<file path="src/rtl/div_seq_ctrl_pkg.sv">
// Shared types and constants for the EXE-stage iterative divider sequencer.
package div_seq_ctrl_pkg;

    localparam int DIV_WIDTH = 32;

    typedef enum logic [1:0] {
        DIV_IDLE = 2'b00,
        DIV_BUSY = 2'b01,
        DIV_DONE = 2'b10
    } div_state_e;

endpackage

</file>
<file path="src/rtl/div_seq_ctrl_if.sv">
// EXE <-> divider request/result bundle; EXE is the master, the sequencer the slave.
interface div_seq_ctrl_if #(
    parameter int WIDTH = 32
);
    logic                   start;
    logic                   signed_div;
    logic [WIDTH-1:0]       srca;
    logic [WIDTH-1:0]       srcb;
    logic                   ack;
    logic                   annul;
    logic [2*WIDTH-1:0]     result;
    logic                   ready;
    logic                   busy;

    modport master (
        output start, signed_div, srca, srcb, ack, annul,
        input  result, ready, busy
    );

    modport slave (
        input  start, signed_div, srca, srcb, ack, annul,
        output result, ready, busy
    );
endinterface

</file>
<file path="src/rtl/div_seq_ctrl_step.sv">
// One radix-2 restoring division step (combinational).
module div_step #(
    parameter int WIDTH = 32
) (
    input  logic [WIDTH-1:0] r,
    input  logic [WIDTH-1:0] d,
    input  logic             q_msb,
    output logic [WIDTH-1:0] r_next,
    output logic             q_bit
);
    logic [WIDTH:0] r_shift_s;
    logic [WIDTH:0] diff_s;

    // The shifted remainder keeps its carry bit so divisors above 2^(WIDTH-1) still compare correctly.
    always_comb begin
        r_shift_s = {r, q_msb};
        diff_s    = r_shift_s - {1'b0, d};
        q_bit     = ~diff_s[WIDTH];
        if (q_bit) begin
            r_next = diff_s[WIDTH-1:0];
        end else begin
            r_next = r_shift_s[WIDTH-1:0];
        end
    end
endmodule

</file>
<file path="src/rtl/div_seq_ctrl.sv">
// Sequencer for the shared restoring divider behind EXE DIV/DIVU.
// Optional DIV_ZERO_FAST_EN: divisor zero completes in one edge with the same result.
module div_seq_ctrl
    import div_seq_ctrl_pkg::*;
#(
    parameter int WIDTH = DIV_WIDTH
) (
    input  logic          clk,
    input  logic          resetn,
    div_seq_ctrl_if.slave bus
);
    localparam int CNT_W = $clog2(WIDTH);

    div_state_e        state_r, state_next_s;
    logic [CNT_W-1:0]  cnt_r;
    logic [WIDTH-1:0]  rem_r, quo_r, div_r;
    logic              sign_q_r, sign_r_r;
    logic [2*WIDTH-1:0] result_r;
    logic              ready_r, busy_r;

    logic [WIDTH-1:0]  r_next_s;
    logic              q_bit_s;
    logic              last_s, fast_hit_s, sa_s, sb_s;
    logic [WIDTH-1:0]  abs_a_s, abs_b_s, q_final_s, quot_fix_s, rem_fix_s;
    logic [WIDTH-1:0]  fast_quot_s;

    div_step #(.WIDTH(WIDTH)) u_step (
        .r      (rem_r),
        .d      (div_r),
        .q_msb  (quo_r[WIDTH-1]),
        .r_next (r_next_s),
        .q_bit  (q_bit_s)
    );

    // Operand magnitudes, sign fix-up of the final step and the zero-divisor shortcut.
    always_comb begin
        sa_s        = bus.signed_div & bus.srca[WIDTH-1];
        sb_s        = bus.signed_div & bus.srcb[WIDTH-1];
        abs_a_s     = sa_s ? ({WIDTH{1'b0}} - bus.srca) : bus.srca;
        abs_b_s     = sb_s ? ({WIDTH{1'b0}} - bus.srcb) : bus.srcb;
        last_s      = (cnt_r == CNT_W'(WIDTH - 1));
        q_final_s   = {quo_r[WIDTH-2:0], q_bit_s};
        quot_fix_s  = sign_q_r ? ({WIDTH{1'b0}} - q_final_s) : q_final_s;
        rem_fix_s   = sign_r_r ? ({WIDTH{1'b0}} - r_next_s) : r_next_s;
        // Negated all-ones is 1, matching what the slow path yields for a negative dividend.
        fast_quot_s = sa_s ? {{(WIDTH-1){1'b0}}, 1'b1} : {WIDTH{1'b1}};
`ifdef DIV_ZERO_FAST_EN
        fast_hit_s  = (bus.srcb == {WIDTH{1'b0}});
`else
        fast_hit_s  = 1'b0;
`endif
    end

    // Next-state logic; annul overrides ack and start.
    always_comb begin
        state_next_s = state_r;
        case (state_r)
            DIV_IDLE: begin
                if (bus.annul) begin
                    state_next_s = DIV_IDLE;
                end else if (bus.start) begin
                    state_next_s = fast_hit_s ? DIV_DONE : DIV_BUSY;
                end else begin
                    state_next_s = DIV_IDLE;
                end
            end
            DIV_BUSY: begin
                if (bus.annul) begin
                    state_next_s = DIV_IDLE;
                end else if (last_s) begin
                    state_next_s = DIV_DONE;
                end else begin
                    state_next_s = DIV_BUSY;
                end
            end
            DIV_DONE: begin
                if (bus.annul || bus.ack) begin
                    state_next_s = DIV_IDLE;
                end else begin
                    state_next_s = DIV_DONE;
                end
            end
            default: state_next_s = DIV_IDLE;
        endcase
    end

    // State register and registered status outputs.
    always_ff @(posedge clk) begin
        if (!resetn) begin
            state_r <= DIV_IDLE;
            ready_r <= 1'b0;
            busy_r  <= 1'b0;
        end else begin
            state_r <= state_next_s;
            ready_r <= (state_next_s == DIV_DONE);
            busy_r  <= (state_next_s == DIV_BUSY);
        end
    end

    // Operand capture, iteration datapath and result register.
    always_ff @(posedge clk) begin
        if (!resetn) begin
            cnt_r    <= {CNT_W{1'b0}};
            rem_r    <= {WIDTH{1'b0}};
            quo_r    <= {WIDTH{1'b0}};
            div_r    <= {WIDTH{1'b0}};
            sign_q_r <= 1'b0;
            sign_r_r <= 1'b0;
            result_r <= {(2*WIDTH){1'b0}};
        end else begin
            case (state_r)
                DIV_IDLE: begin
                    if (bus.start && !bus.annul) begin
                        cnt_r    <= {CNT_W{1'b0}};
                        rem_r    <= {WIDTH{1'b0}};
                        quo_r    <= abs_a_s;
                        div_r    <= abs_b_s;
                        sign_q_r <= sa_s ^ sb_s;
                        sign_r_r <= sa_s;
                        if (fast_hit_s) begin
                            result_r <= {bus.srca, fast_quot_s};
                        end
                    end
                end
                DIV_BUSY: begin
                    if (!bus.annul) begin
                        rem_r <= r_next_s;
                        quo_r <= q_final_s;
                        cnt_r <= cnt_r + CNT_W'(1);
                        if (last_s) begin
                            result_r <= {rem_fix_s, quot_fix_s};
                        end
                    end
                end
                DIV_DONE: begin
                    cnt_r <= cnt_r;
                end
                default: begin
                    cnt_r <= {CNT_W{1'b0}};
                end
            endcase
        end
    end

    assign bus.result = result_r;
    assign bus.ready  = ready_r;
    assign bus.busy   = busy_r;
endmodule

</file>
<file path="src/flat_wrapper.sv">
// flat-port wrapper written by rule: the top's interface ports become plain ports
module div_seq_ctrl_flat import div_seq_ctrl_pkg::*;
#(
    parameter int WIDTH = DIV_WIDTH
)
  (clk, resetn, bus_start, bus_signed_div, bus_srca, bus_srcb, bus_ack, bus_annul, bus_result, bus_ready, bus_busy);
  div_seq_ctrl_if #(.WIDTH(WIDTH)) bus_i ();
  input  logic clk;
  input  logic resetn;
  input wire logic [$bits(bus_i.start)-1:0] bus_start;
  input wire logic [$bits(bus_i.signed_div)-1:0] bus_signed_div;
  input wire logic [$bits(bus_i.srca)-1:0] bus_srca;
  input wire logic [$bits(bus_i.srcb)-1:0] bus_srcb;
  input wire logic [$bits(bus_i.ack)-1:0] bus_ack;
  input wire logic [$bits(bus_i.annul)-1:0] bus_annul;
  output wire logic [$bits(bus_i.result)-1:0] bus_result;
  output wire logic [$bits(bus_i.ready)-1:0] bus_ready;
  output wire logic [$bits(bus_i.busy)-1:0] bus_busy;
  assign bus_i.start = bus_start;
  assign bus_i.signed_div = bus_signed_div;
  assign bus_i.srca = bus_srca;
  assign bus_i.srcb = bus_srcb;
  assign bus_i.ack = bus_ack;
  assign bus_i.annul = bus_annul;
  assign bus_result = bus_i.result;
  assign bus_ready = bus_i.ready;
  assign bus_busy = bus_i.busy;
  div_seq_ctrl #(.WIDTH(WIDTH)) u_core (.clk(clk), .resetn(resetn), .bus(bus_i));
endmodule
</file>
<file path="config.mk">
export PLATFORM = sky130hd
export DESIGN_NAME = div_seq_ctrl_flat
export DESIGN_NICKNAME = d
export VERILOG_FILES = /design/src/rtl/div_seq_ctrl_pkg.sv /design/src/rtl/div_seq_ctrl_if.sv /design/src/rtl/div_seq_ctrl_step.sv /design/src/rtl/div_seq_ctrl.sv /design/src/flat_wrapper.sv
export SDC_FILE = /design/constraint.sdc
export NUM_CORES = 1
export LEC_CHECK = 0
export ABC_AREA = 1
export CAP_MARGIN = 20
export CORE_MARGIN = 3
export CORE_UTILIZATION = 55
export DETAILED_ROUTE_END_ITERATION = 12
export DONT_BUFFER_PORTS = 1
export GPL_ROUTABILITY_DRIVEN = 1
export MAX_ROUTING_LAYER = met4
export PLACE_DENSITY = 0.77
export SYNTH_ARGS = -nofsm -noshare
export SYNTH_HDL_FRONTEND = slang
export SYNTH_SLANG_ARGS = --single-unit
export TNS_END_PERCENT = 10
</file>
<file path="constraint.sdc">
create_clock -name clk -period 5.2 [get_ports clk]
set_input_delay 0.52 -clock clk [delete_from_list [all_inputs] [get_ports clk]]
set_output_delay 0.52 -clock clk [all_outputs]
set_load 0.03 [all_outputs]
</file>
==> results.md, run 1 <==
Status:
- The run finished with clean final reports.

Finish:
- The most common cell after layout, fill and taps aside is nand2_1.
- After filler insertion, the fill cell instance count of the layout stands at 2,262.
- 0 antenna diodes ended up in the layout.
- In the layout the commonest cells are nand2_1, inv_1, nor2_1.
- Cells fill 59.45% of the core in the end.
- From synthesis to final layout, the design area changed by 6.044%.
- The net total in the final layout is 2,164.
- Cells with a size suffix above 1 make up 6.480% of the layout.

Hold path:
- In this run the worst hold path is classified as in2reg.

Route:
- Using the TritonRoute via totals, the vias-per-cell ratio works out to 5.517.
- The detailed-route wire length per cell is 16.27 um.
- The wire length reported by the detailed router is 38.28 mm.
- For this run, design rule violations remaining after detail routing come to 0.
- The total number of vias is 12,982.
- Before antenna repair, the detailed router went through 6 iterations.
- The number of nets with antenna violations after routing is 0.
- For this block, the initial DRC count from the detailed router was 1,070.

CTS:
- The buffer count from post-CTS setup fixing is 0.
- No sink is reached through more buffers than the 2 on the longest clock path.
- The number of CTS-inserted buffers is 17.
- The clock-pin slew reported for the worst setup and hold paths after clock tree synthesis is 0.07 ns.
- The number of buffers inserted for hold repair after clock tree synthesis is 0.
- The CTS tree is built.
- The sink count of the clock tree is 171.
- The count of H-tree levels built during CTS is 4.
- Clock tree synthesis selected as its root buffer the cell clkbuf_16.
- At the later pin of the worst-skew pair, clock insertion delay measures 0.44 ns.
- The number of gates resized after CTS is 0.

Setup path:
- STA puts the critical path data required time at 5.53 ns.
- STA classifies the critical path endpoint as a register.
- In this run the worst setup path begins at u_core.quo_r[31]$_SDFFE_PN0P_.
- The cell family with the largest share of critical-path delay is simple AND/OR/NAND/NOR gates.
- The critical path crosses 29 cells after its start point.
- The setup path with the least slack is of type reg2reg.
- The largest stage delay on the critical path is 0.41 ns.
- The most frequent cell on the critical path is nand2_1.
- The beginning of the worst register-to-register path is u_core.quo_r[31]$_SDFFE_PN0P_.
- Counting both buffers and inverters, the worst setup path holds a total of 3.
- The critical path's slowest cell is fa_1.
- The endpoint identified for the worst register-to-register timing path is u_core.bus.result[30]$_SDFFE_PN0P_.
- The number of cells on the worst reg-to-reg path is 29.
- The type of origin of the critical path is a register.
- Data arrives at the worst endpoint at 4.67 ns.
- Of all nets on the critical path, the largest fanout is 5.
- In this run the worst setup path terminates at u_core.bus.result[30]$_SDFFE_PN0P_.
- The flop-to-flop setup slack is 0.86 ns.

Placement:
- The routability congestion estimate is 0.9762.
- Detailed placement finished with a half-perimeter wire length of 29.62 mm.
- Input and output buffers added on the ports amount to 0.
- The placement-stage worst setup slack is 0.9055 ns.

Yosys:
- The post-synthesis async set-or-reset flop share is 0%.
- Summing the areas of all xor and xnor instances in the mapped netlist gives 5.228% of the synthesized area.
- The average instance in the mapped netlist occupies 6.069 um^2.
- Among all flip-flop cells after synthesis, the most frequent one is dfxtp_1.
- The synthesized netlist devotes 3.892% of its cell area to adder and majority cells.
- The count of mapped cells out of synthesis is 2,098.
- After Yosys synthesis, and, or, nand and nor cells account for 34.48% of the synthesized area.
- For this run, the number of Yosys warnings is 0.
- The synthesized net count is 2,207.
- By area, the combinational part of the netlist is dominated by simple AND/OR/NAND/NOR gates.
- The multiplexer area fraction after synthesis is 0%.
- The number of flops mapped to enable cells by yosys is 0.
- The post-synthesis cell type count is 51.
- The mapped netlist covers 12,730 um^2.
- The register area share after synthesis is 26.89%.
- The count of state elements after synthesis is 171.
- The synthesized netlist devotes 17.20% of its cell area to compound gates.

Power and ir drop:
- The internal power contribution is 2.347 mW.
- Summed over all cells, the static leakage comes to 6.915 nW.
- For this design the ratio of total power to cell area is 264.5 nW/um^2.
- The peak supply drop is 0.2069 mV.
- The share of total power consumed by net switching is 34.28%.
- The clock share of power is 37.4%.
- The share of power burned in registers is 39.4%.
- The power spent charging and discharging nets is 1.225 mW.
- The fraction of power consumed by combinational cells is 23.2%.
- The design draws 3.572 mW.

GRT:
- The first global-routing pass estimated 61.33 mm of wire.
- In the global route stage, overall resource usage came out at 31.52%.
- The maximum number of pins on one net before global-route repair is 96.
- Summed over all layers, the global routing overflow is 0.
- The via count of the first global-routing pass is 12,032.
- The initial antenna violation count was 0.

Timing:
- The number of hold violations in the final report is 0.
- The transition time at the pin with the least slew margin is 0.9730 ns.
- The final setup violation count is 0.
- The final critical path takes up 83.49% of the cycle.
- Setup repair after global routing left no endpoint under its margin.
- The clock arrives with 0.01512 ns of skew.
- The remaining max-slew budget at the tightest pin is 35.06%.
- The final max-slew violation count is 0.
- The minimum clock period is 4.342 ns.
- The maximum clock rate is 230.3 MHz.
- The post-route worst hold slack is 0.2178 ns.
- Adding up every negative setup slack in the final design gives 0 ns.
- After layout, the worst setup slack is 0.8584 ns.

Floorplan:
- The number of cell rows is 55.
- The chip height is 158.2 um.
- The horizontal die dimension is 158.2 um.
- The area of the die is 25,010 um^2.
- The core box area is 22,710 um^2.
- In this run the count of I/O pins placed on the die edge is 136.
- The initial utilization of the core area, before any placement, comes to 56.07%.

Run:
- Across the run, the number of max-cap violations was 0.
[power groups by stage]
stage          sequential (mW)  clock [mW]  combinational (mW)
6_report                  1.41        1.34               0.828
5_1_grt                   1.41        1.40               0.933
4_1_cts                   1.40        1.35               0.816
3_5_place_dp              1.43           0               0.809
3_3_place_gp              1.43           0               0.798
2_1_floorplan             1.41           0               0.634
[cell usage after synthesis, types with 21 or more instances]
cell type  instances  area, um^2
nand2_1          544        2042
nor3_1            32       160.2
dfxtp_1          171        3423
nand4_1           21       131.4
clkbuf_1          58       217.7
o21ai_0          145       725.7
nand2_2           30       187.7
nand3_1          104       520.5
nor2_1           212       795.8
ha_1              38       475.5
inv_1            319        1197
a21oi_1          180       900.9
xor2_1            61       534.3
[cell families (layout without fill, tap and decap cells)]
family,count (synthesis),in the layout
AO/OA/AOI/OAI,399,399
AND/OR/NAND/NOR,1009,1009
flip-flops,171,171
XOR/XNOR,76,76
adder cells (fa/ha/maj),39,39
buffers and inverters,404,374
[registers in the layout (all words and copies together) (netlist names)]
register / cells
u_core.bus.result: 64
u_core.div_r: 32
u_core.bus.busy: 1
u_core.rem_r: 32
u_core.state_r: 2
u_core.bus.ready: 1
u_core.cnt_r: 5
u_core.quo_r: 32
u_core.sign_q_r: 1
u_core.sign_r_r: 1
[worst min-delay path by stage]
stage / startpoint / to / slack [ns] / cells after the start
detailed placement: u_core.div_r[31]$_SDFFE_PN0P_ / u_core.div_r[31]$_SDFFE_PN0P_ / 0.47 / 2
CTS: resetn / u_core.quo_r[8]$_SDFFE_PN0P_ / 0.21 / 2
finish: resetn / u_core.quo_r[8]$_SDFFE_PN0P_ / 0.22 / 2
global placement: u_core.cnt_r[4]$_SDFFE_PN0P_ / u_core.cnt_r[4]$_SDFFE_PN0P_ / 0.45 / 2
floorplan: u_core.cnt_r[0]$_SDFFE_PN0P_ / u_core.cnt_r[0]$_SDFFE_PN0P_ / 0.44 / 1
global route: resetn / u_core.quo_r[15]$_SDFFE_PN0P_ / 0.21 / 2
[stage by stage]
stage	instance area (um^2)	cells
finish	13500	2353
global route	13500	2353
CTS	13480	2352
detailed placement	12870	2320
global placement	12840	2319
floorplan	12730	2098
[layout make-up]
| class | instances | area [um^2] | area share (%) |
|---|---|---|---|
| multi-input cells | 1523 | 7751 | 57.41 |
| flip-flops and latches | 171 | 3423 | 25.35 |
| inverters | 331 | 1244 | 9.211 |
| clock buffers | 19 | 432.9 | 3.206 |
| well taps | 285 | 356.6 | 2.641 |
| clock inverters | 13 | 178.9 | 1.325 |
| repair buffers | 11 | 115.1 | 0.8526 |
[layer usage]
layer | vias to the layer above | global-route usage [%] | part of all wire [%]
li1 | 6592 | - | -
met3 | 70 | 4.948 | 6.6
met1 | 5893 | 42.28 | 45
met5 | - | - | 0
met2 | 427 | 49.05 | 45
met4 | 0 | 9.668 | 2.9
No activity file was read; power rests on OpenSTA's default activity.
==> inputs of run 2 (changes only) <==
--- a/config.mk
+++ b/config.mk
@@ -13,7 +13,7 @@
 export DONT_BUFFER_PORTS = 1
 export GPL_ROUTABILITY_DRIVEN = 1
 export MAX_ROUTING_LAYER = met4
-export PLACE_DENSITY = 0.77
+export PLACE_DENSITY = 0.8
 export SYNTH_ARGS = -nofsm -noshare
 export SYNTH_HDL_FRONTEND = slang
 export SYNTH_SLANG_ARGS = --single-unit
==> constraint.sdc (replaced) <==
create_clock -name clk -period 3.8 [get_ports clk]
set_input_delay 0.38 -clock clk [delete_from_list [all_inputs] [get_ports clk]]
set_output_delay 0.38 -clock clk [all_outputs]
set_load 0.03 [all_outputs]
==> run 2 against run 1 <==
Sequential power grew 37%. Sequential share of layout area fell by 0.82 points. Combinational power increased by 49%. Die area stayed put. Power is 37% higher. Via count rose by 2.5%. Global-route usage grew 0.12 points. Register-to-register slack lost 0.83 ns. Clock skew shrank 0.0036 ns. Clock power increased by 30%. Sequential cell count is the same. Critical path type unchanged.
==> results.md, run 2 (synthesis gave the netlist of run 1 again) <==
Timing:
- The transition time at the pin with the least slew margin is 0.9817 ns.
- The remaining max-slew budget at the tightest pin is 34.47%.
- The final setup violation count is 0.
- For the final database, setup skew stands at 0.01154 ns.
- The share of the cycle needed by the critical path after routing is 99.23%.
- Setup slack on the critical path of the routed design comes to 0.02919 ns.
- The minimum clock period is 3.771 ns.
- The number of hold violations in the final report came to 0.
- The final max-slew violation count came to 0.
- Setup repair after global routing could not meet its margin everywhere.
- Based on the critical path, the design can be clocked at up to 265.2 MHz.

Route:
- After detailed routing, the number of remaining DRC violations is 0.
- The number of detailed-route iterations in the first pass is 5.
- In the final routed layout, each cell accounts on average for 16.44 um.
- The starting DRC count in detailed routing is 1,168.
- The total number of vias is 13,308.
- The count of nets left with antenna violations once routing finished came out at 0.
- The final layout contains routed wiring with a total length of 39.28 mm.
- Using the TritonRoute via totals, the vias-per-cell ratio works out to 5.571.

GRT:
- The maximum number of pins on one net before global-route repair is 96.
- The via count of the first global-routing pass is 12,188.
- The leftover overflow at the end of global routing is 0.
- The global-route wire length before repair is 61.11 mm.
- The initial antenna violation count is 0.
- The all-layer global routing usage is 31.64%.

Setup path:
- The type of origin of the critical path is a register.
- The largest stage delay on the critical path is 0.40 ns.
- The critical path arrival is 4.10 ns.
- At the worst endpoint, the required time is 4.13 ns.
- The largest individual stage delay along the critical path comes from the cell fa_2.
- By startpoint and endpoint, the worst setup path is classified as reg2reg.
- The flop-to-flop setup slack is 0.03 ns.
- The worst setup path is captured at a register.
- The worst-path maximum fanout is 4.
- The cell that appears most often on the critical path is nand2_2.

Status:
- The flow ran to the end, and the final reports show no timing, DRC or antenna violations.

Finish:
- Leaving out fill and tap cells, the most frequent cells in the layout are nand2_1, inv_1, nor2_1.
- The flip-flop count of the largest register after layout is 64.
- The final non-filler cell total is 2,389.
- The net total in the final layout is 2,201.
- From synthesis to final layout, the design area changed by 9.640%.
- The final core area utilization is 61.47%.
- The fraction of layout instances using a drive strength above 1 is 9.696%.
- The number of antenna cells inserted is 0.
- The number of fill cells in the layout is 2,217.
- The most common cell after layout, fill and taps aside is nand2_1.

CTS:
- Clock-pin slew was measured on the worst setup and hold paths at 0.07 ns.
- The clock root buffer master is clkbuf_16.
- The maximum clock insertion buffer count is 2.
- The count of H-tree levels built during CTS is 4.
- For the worst-skew pair, the clock arrives at the later sink with an insertion delay of 0.44 ns.
- The number of CTS-inserted buffers is 17.
- The CTS tree is built.
- CTS saw 171 sinks.

Placement:
- Prior to clock tree synthesis, the placed netlist has a worst setup slack of -0.09205 ns.
- The number of instances in the placed design is 2,337.
- Once detailed placement completed, the half-perimeter wirelength came to 29.89 mm.
- In this run the tool buffered the top-level ports with 0 buffer cells.
- The congestion estimate from routability-driven global placement came to 1.016.

Power and ir drop:
- The internal portion of the total power is 3.209 mW.
- The sum of internal, switching and leakage power is 4.897 mW.
- Combinational logic is responsible for 25.0% of the overall power.
- For this design the static power due to leakage is 7.101 nW.
- In this run the power spent charging and discharging nets is 1.688 mW.
- Per report_power, the sequential group accounts for 39.3% of the total.
- The clock share of power is 35.6%.
- The share of total power consumed by net switching is 34.48%.
- The power per cell area is 350.8 nW/um^2.
- The peak supply drop is 0.2769 mV.

Floorplan:
- The number of cell rows is 55.
- 136 I/O pins were placed.
- From bottom edge to top edge, the die measures 158.2 um.
- The area of the die is 25,010 um^2.
- The core box area is 22,710 um^2.
- Measured along the x axis, the die boundary spans 158.2 um.
- The starting density of the core is 56.07%.

Run:
- The max-capacitance violation count is 0.

Hold path:
- The path class of the tightest hold or removal check is in2reg.
==> run 2: changes by cell type in the layout (fill, tap and decap cells not counted), moves of 3 or more <==
| cell | previous run | this run |
|---|---|---|
| buf_4 | 9 | 45 |
| nand2_2 | 30 | 35 |
| nor2_1 | 210 | 206 |
| ha_4 | 0 | 8 |
| ha_1 | 38 | 28 |
| nand2_1 | 544 | 538 |
| clkinv_8 | 3 | 0 |
==> run 2: final cells by class <==
class | count | area [um^2] | share of cell area [%]
well taps | 285 | 356.6 | 2.554
inverters | 331 | 1244 | 8.909
repair buffers | 48 | 405.4 | 2.904
flip-flops and latches | 171 | 3425 | 24.53
multi-input cells | 1523 | 7959 | 57.01
clock buffers | 18 | 439.2 | 3.146
clock inverters | 13 | 131.4 | 0.9411
==> run 2: power groups by stage <==
stage          clock [mW]  combinational (mW)  sequential (mW)
6_report             1.74                1.23             1.93
5_1_grt              1.82                1.37             1.93
2_1_floorplan           0               0.872             1.94
3_5_place_dp            0                1.13             1.96
4_1_cts              1.76                1.16             1.92
3_3_place_gp            0                1.11             1.96
==> run 2: worst max-delay path, delay by kind of cell (launching register included) <==
family	cells	cell delay, ns
AOI/OAI and AO/OA	4	0.58
xor gates and xnor gates	1	0.14
adders and majority gates	3	0.72
buffers and inverters	3	0.17
DFF	1	0.33
and+or+nand+nor	18	1.73
==> run 2: path summary, 6_finish.rpt <==
path / cells past startpoint / end / start
setup / recovery: 29 / u_core.bus.result[30]$_SDFFE_PN0P_ / u_core.quo_r[31]$_SDFFE_PN0P_
setup reg to reg: 29 / u_core.bus.result[30]$_SDFFE_PN0P_ / u_core.quo_r[31]$_SDFFE_PN0P_
hold / removal: 2 / u_core.quo_r[9]$_SDFFE_PN0P_ / resetn
hold reg to reg: 2 / u_core.div_r[31]$_SDFFE_PN0P_ / u_core.div_r[31]$_SDFFE_PN0P_
==> run 2: through the flow <==
step                instance area (um^2)  hold WS, ns  setup TNS [ns]
floorplan                          12750       0.4426               0
global placement                   13000       0.4534       -0.009992
detailed placement                 13030       0.4611         -0.1243
CTS                                13700      0.06751               0
global route                       13960      0.06951          -1.842
finish                             13960      0.07626               0
==> run 2: what timing repair did <==
action                     in CTS  in global routing
hold buffers                    0                  0
resized for setup               6                 31
setup buffers                  11                 10
pin swaps                       3                 13
setup endpoints to repair       4                 21
==> run 2: routing by layer <==
metal  track usage (%)  wire length, um  vias up
met5                 -                0        -
met4             12.90             1576        0
met3             5.440             2852       97
met2             49.17            17890      511
met1             40.88            16960     6029
li1                  -                -     6671
